### src/rtl/kb_tx_sequencer.sv
// rtl/kb_tx_sequencer.sv - pops PS/2 scan codes, drops break/extended codes, feeds translator, writes UART TX FIFO.
// Optional KB_CRLF_EN: append LF (8'h0A) after every CR (8'h0D) character.
module kb_tx_sequencer #(
  parameter logic [7:0] BREAK_CODE = 8'hF0,
  parameter logic [7:0] EXT_CODE   = 8'hE0,
  parameter int         DROP_CNT_W = 8
) (
  input  logic                  i_clk,
  input  logic                  i_reset,
  input  logic                  i_kb_buf_empty,
  input  logic [7:0]            i_key_code,
  output logic                  o_rd_key_code,
  output logic [7:0]            o_xlat_code,
  input  logic [7:0]            i_ascii_code,
  input  logic                  i_tx_full,
  output logic                  o_wr_uart,
  output logic [7:0]            o_wr_data,
  output logic                  o_busy,
  output logic [DROP_CNT_W-1:0] o_drop_cnt
);

`ifdef KB_CRLF_EN
  typedef enum logic [1:0] {IDLE, XLAT, SEND, SEND_LF} state_t;
`else
  typedef enum logic [1:0] {IDLE, XLAT, SEND} state_t;
`endif

  state_t                state, state_n;
  logic                  skip_next, skip_next_n;
  logic [7:0]            xlat_n;
  logic [7:0]            char_q, char_n;
  logic                  drop_inc;
  logic [DROP_CNT_W-1:0] drop_cnt;

  always_ff @(posedge i_clk) begin
    if (i_reset) begin
      state       <= IDLE;
      skip_next   <= 1'b0;
      o_xlat_code <= 8'h00;
      char_q      <= 8'h00;
      drop_cnt    <= '0;
    end else begin
      state       <= state_n;
      skip_next   <= skip_next_n;
      o_xlat_code <= xlat_n;
      char_q      <= char_n;
      if (drop_inc && (drop_cnt != '1))
        drop_cnt <= drop_cnt + {{(DROP_CNT_W-1){1'b0}}, 1'b1};
    end
  end

  always_comb begin
    state_n       = state;
    skip_next_n   = skip_next;
    xlat_n        = o_xlat_code;
    char_n        = char_q;
    drop_inc      = 1'b0;
    o_rd_key_code = 1'b0;
    o_wr_uart     = 1'b0;
    o_wr_data     = 8'h00;
    case (state)
      IDLE: begin
        if (!i_kb_buf_empty) begin
          o_rd_key_code = 1'b1;
          if (i_key_code == BREAK_CODE) begin
            skip_next_n = 1'b1;
            drop_inc    = 1'b1;
          end else if (i_key_code == EXT_CODE) begin
            drop_inc = 1'b1;
          end else if (skip_next) begin
            skip_next_n = 1'b0;
            drop_inc    = 1'b1;
          end else begin
            xlat_n  = i_key_code;
            state_n = XLAT;
          end
        end
      end
      XLAT: begin
        char_n = i_ascii_code;
        if (i_ascii_code == 8'h00) begin
          drop_inc = 1'b1;
          state_n  = IDLE;
        end else begin
          state_n = SEND;
        end
      end
      SEND: begin
        if (!i_tx_full) begin
          o_wr_uart = 1'b1;
          o_wr_data = char_q;
`ifdef KB_CRLF_EN
          state_n   = (char_q == 8'h0D) ? SEND_LF : IDLE;
`else
          state_n   = IDLE;
`endif
        end
      end
`ifdef KB_CRLF_EN
      SEND_LF: begin
        if (!i_tx_full) begin
          o_wr_uart = 1'b1;
          o_wr_data = 8'h0A;
          state_n   = IDLE;
        end
      end
`endif
      default: state_n = IDLE;
    endcase
    // Strobes are suppressed during reset so no code is lost and no pending character escapes.
    if (i_reset) begin
      o_rd_key_code = 1'b0;
      o_wr_uart     = 1'b0;
      o_wr_data     = 8'h00;
    end
  end

  assign o_busy     = (state != IDLE);
  assign o_drop_cnt = drop_cnt;

endmodule

### config.mk
export PLATFORM = sky130hd
export DESIGN_NAME = kb_tx_sequencer
export DESIGN_NICKNAME = d
export VERILOG_FILES = /design/src/rtl/kb_tx_sequencer.sv
export SDC_FILE = /design/constraint.sdc
export NUM_CORES = 1
export LEC_CHECK = 0
export ABC_AREA = 1
export CELL_PAD_IN_SITES_DETAIL_PLACEMENT = 0
export CELL_PAD_IN_SITES_GLOBAL_PLACEMENT = 1
export CORE_MARGIN = 8
export CORE_UTILIZATION = 33
export CTS_BUF_LIST = sky130_fd_sc_hd__clkbuf_4 sky130_fd_sc_hd__clkbuf_8 sky130_fd_sc_hd__clkbuf_16
export DETAILED_ROUTE_END_ITERATION = 8
export GPL_TIMING_DRIVEN = 0
export PLACE_DENSITY_LB_ADDON = 0.25
export SKIP_CTS_REPAIR_TIMING = 1
export SYNTH_ARGS = -nofsm -noshare
export SYNTH_HDL_FRONTEND = slang
export SYNTH_SLANG_ARGS = --single-unit
### constraint.sdc
create_clock -name i_clk -period 3.7 [get_ports i_clk]
set_input_delay 0.555 -clock i_clk [delete_from_list [all_inputs] [get_ports i_clk]]
set_output_delay 0.555 -clock i_clk [all_outputs]
set_load 0.02 [all_outputs]
# Yosys cells after proc, flatten, opt, wreduce, memory -nomap -nowiden
# Index checks and enable logic that the tools add are counted.
# Widths: inputs -> output; s select.
# op_classes
bitwise_logic	4
add_sub_neg	1
n_reduce_logical	7
n_mux	24
n_eq_ne	11
# ops
cell	n
$mux 8	3
$eq 8x8->1 const B	2
$mux 1	13
$mux 2	6
$ne 2x2->1 const B	6
$reduce_and 5->1	2
$add 8x1->8 const B	1
$logic_not 8->1	1
$ne 8x8->1 const B	1
$pmux 2 s3	1
$not 1->1	4
$reduce_and 3->1	1
$eq 2x1->1 const B	1
$eq 2x2->1 const B	1
$logic_not 2->1	1
$pmux 1 s2	1
$reduce_bool 2->1	1
$logic_and 1x1->1	1
# word_totals
register_bits	27
inputBits	20
output_inout_bits	27
wordCells	52

# Longest topological paths before layout
# depth
depth_word	6
depth_mapped	10
depth_no_buf	10

# Worst setup path before layout
# Ideal clock, no wire load.
# synth_timing
kind	input to output
startpoint	input port i_tx_full
endpoint	output port o_wr_data[0]
path_buffers	0
cell_stages	3
path_slack_ns	1.180
required_ns	3.145
arrival_ns	1.965
cell_sequence	nor4_1 > inv_1 > nor2_1
# synth_between
elab_chain_cells	3
# synth_rtl
item	line_no	rtl
start, declared	15	input logic i_tx_full,
$mux 8	89	if (!i_tx_full) begin
$mux 8	61	case (state)
$mux 8	111	if (i_reset) begin
end, declared	17	output logic [7:0] o_wr_data,
# No other way between the ends.

# Worst setup path after layout
# layout_timing
startpoint	input port i_tx_full
endpoint	output port o_wr_data[3]
# Same word-level chain as after synthesis.

==> flow_summary.toml <==
[layout]
nets = 251
final_area_um2 = 1890
regArea_um2 = 541
antennaDiodeCount = 0
syn_to_final_growth_pct = 43.3
multi_input_comb_area_um2 = 639
fillers = 433
fin_util = 0.482
stdcell_count = 279
final_common_cell = "clkdlybuf4s50_1"
drive_gt1_frac = 0.0917
layout_common_cells = "46 x clkdlybuf4s50_1, 27 x dfxtp_1, 26 x inv_1, 25 x nand2_1, 23 x a21oi_1"

[placed_design]
hpwl_um = 2450
place_inst = 275
place_area_um2 = 1840
dp_slack_ns = 0.840
gp_congestion = 0.688
io_buffers = 46

[floorplan]
fp-row-count = 23
chipHeight_um = 79.2
core_um2 = 3910
die_w_um = 79.2
initial_utilization = 0.336
pin_count = 47
die-area_um2 = 6270

[global_routing]
grt_usage = 0.104
grt_pass1_vias = 1184
grt_overflow = 0
grt_pass1_wl_um = 5380
grt_max_degree = 16
antenna_found_initial = 0

[pwr]
p_leak_nw = 0.693
total_power_mw = 0.622
pwr-share-comb = 0.212
clkPwrFrac = 0.275
p_int_mw = 0.447
ir_drop_mv = 0.141
swShare = 0.281
netSwitchingPower_mw = 0.175
power.share.sequential = 0.513
power.density_nw_per_um2 = 330

[setup_path]
critPathSlowestCell = "clkdlybuf4s50_1"
slowest_delay_ns = 0.61
critPathArrivalTime_ns = 2.28
crit_fanout = 8
startpoint = "i_tx_full"
critPathKind = "input port to output pin"
path_cells = "clkdlybuf4s50_1 > nor4_1 > inv_1 > nor2_1 > clkdlybuf4s50_1"
endpoint_kind = "output pin"
worst_path_most_repeated_cell = "clkdlybuf4s50_1"
reg2reg_from = "o_drop_cnt[0]$_SDFFE_PP0P_"
cp.buffers_inverters = 3
critical_path.top_delay_family = "buffers and inverters"
crit_path_start_kind = "input port"
required_ns = 3.14

[cts]
clk-insertion-delay-late_ns = 0.27
clock-sinks = 27
cts_tree = "built"
cts_buffer_depth = 2
clk_pin_slew_ns = 0.10
clock-root-buffer = "clkbuf_8"
htreeDepth = 1
numCtsBuffers = 3

[sta]
hold_viol_final = 0
tightest_slew_ns = 0.468
whs_ns = 0.451
finalClockSkew_ns = 0.00198
setup_viol = 0
slew_headroom = 0.688
fin_ws_ns = 0.865
rsz0062_at_grt = "no"
min_period_ns = 2.83
fmax_ghz = 0.353
final_max_slew_viol_count = 0
setup_tns_ns = 0
min_period_over_period = 0.766

[routing]
ant_nets = 0
drtIter0Drc = 42
finalWirelength_um = 3170
firstDrtPassIters = 4
via_per_inst = 4.43
vias = 1235
routedWlPerCell_um = 11.4
drc = 0

[logic_synthesis]
avgSynthCellArea_um2 = 7.35
yosys_warnings = 0
syn-num-nets = 200
synth_cells = 179
ys_seq_area_frac = 0.411
synth_seq_cells = 27
syn_area_um2 = 1320
synth_cell_types = 30

[hold_path]
hp-class = "register to register"
hp-start = "o_xlat_code[1]$_SDFFE_PP0P_"

[flow_run]
maxCapViolCount = 0

[run_status]
outcome = "finished, final reports clean"
final timing paths:
| kind | slack (ns) | end | cells past startpoint |
|---|---|---|---|
| max reg2reg | 2.11 | o_drop_cnt[6]$_SDFFE_PP0P_ | 7 |
| min reg2reg | 0.45 | o_xlat_code[1]$_SDFFE_PP0P_ | 2 |
| min | 0.45 | o_xlat_code[1]$_SDFFE_PP0P_ | 2 |
| max | 0.87 | o_wr_data[3] | 5 |
logic make-up after synthesis:
family	Yosys count	share of synthesized area
AOI/OAI and AO/OA	44	0.198
xor gates and xnor gates	5	0.0333
adders and majority gates	1	0.00950
buffers and inverters	34	0.104
DFF	27	0.411
and+or+nand+nor	68	0.245
worst min-delay path: cells and delay by family (launching register included):
kind / cells / cell delay, ns
AOI/OAI and AO/OA: 1 / 0.05
DFF: 1 / 0.32
buffers and inverters: 1 / 0.04
flip-flops by register name (all words and copies together) (netlist names):
register,flops
char_q,8
o_drop_cnt,8
o_xlat_code,8
skip_next,1
state,2
layout make-up:
class | count | share of cell area
plain buffers | 4 | 0.0126
repair buffers | 46 | 0.244
flip-flops and latches | 27 | 0.287
inverters | 30 | 0.0597
clock inverters | 1 | 0.00265
clock buffers | 3 | 0.0219
well taps | 50 | 0.0332
multi-input cells | 118 | 0.339
power groups by stage:
stage                     registers [mW]  logic, mW  clock network, mW
final                              0.319      0.132              0.171
after floorplan                    0.337     0.0606                  0
after detailed placement           0.326      0.134                  0
after global routing               0.322      0.145              0.187
after CTS                          0.320      0.135              0.180
after global placement             0.326      0.135                  0
layer usage:
| layer | routed length [um] | vias up | global-route usage | share of wire |
|---|---|---|---|---|
| met3 | 211 | 2 | 0.0260 | 0.067 |
| met1 | 1570 | 531 | 0.128 | 0.50 |
| li1 | - | 674 | - | - |
| met5 | 0 | - | 0 | 0 |
| met2 | 1370 | 28 | 0.171 | 0.43 |
| met4 | 16 | 0 | 0.0389 | 0.0050 |
synth_stat cells:
cell type | count | area, um^2
a211oi_1 | 1 | 7.51
a21oi_1 | 23 | 115
a21oi_2 | 1 | 8.76
a21oi_4 | 1 | 16.3
a31oi_4 | 1 | 21.3
buf_1 | 1 | 3.75
buf_2 | 1 | 5.00
buf_6 | 1 | 11.3
clkbuf_1 | 1 | 3.75
clkinv_1 | 2 | 7.51
dfxtp_1 | 27 | 541
ha_1 | 1 | 12.5
inv_1 | 26 | 97.6
inv_2 | 2 | 7.51
nand2_1 | 25 | 93.8
nand2_2 | 2 | 12.5
nand2_4 | 1 | 11.3
nand3_1 | 11 | 55.1
nand3_4 | 1 | 17.5
nand3b_1 | 1 | 7.51
nor2_1 | 21 | 78.8
nor2_2 | 3 | 18.8
nor2_4 | 1 | 11.3
nor3_2 | 1 | 10.0
nor4_1 | 1 | 6.26
o21a_1 | 1 | 7.51
o21ai_0 | 15 | 75.1
o21ai_2 | 1 | 8.76
xnor2_1 | 1 | 8.76
xor2_1 | 4 | 35.0
Note: power is estimated with default switching activity, not from simulation.
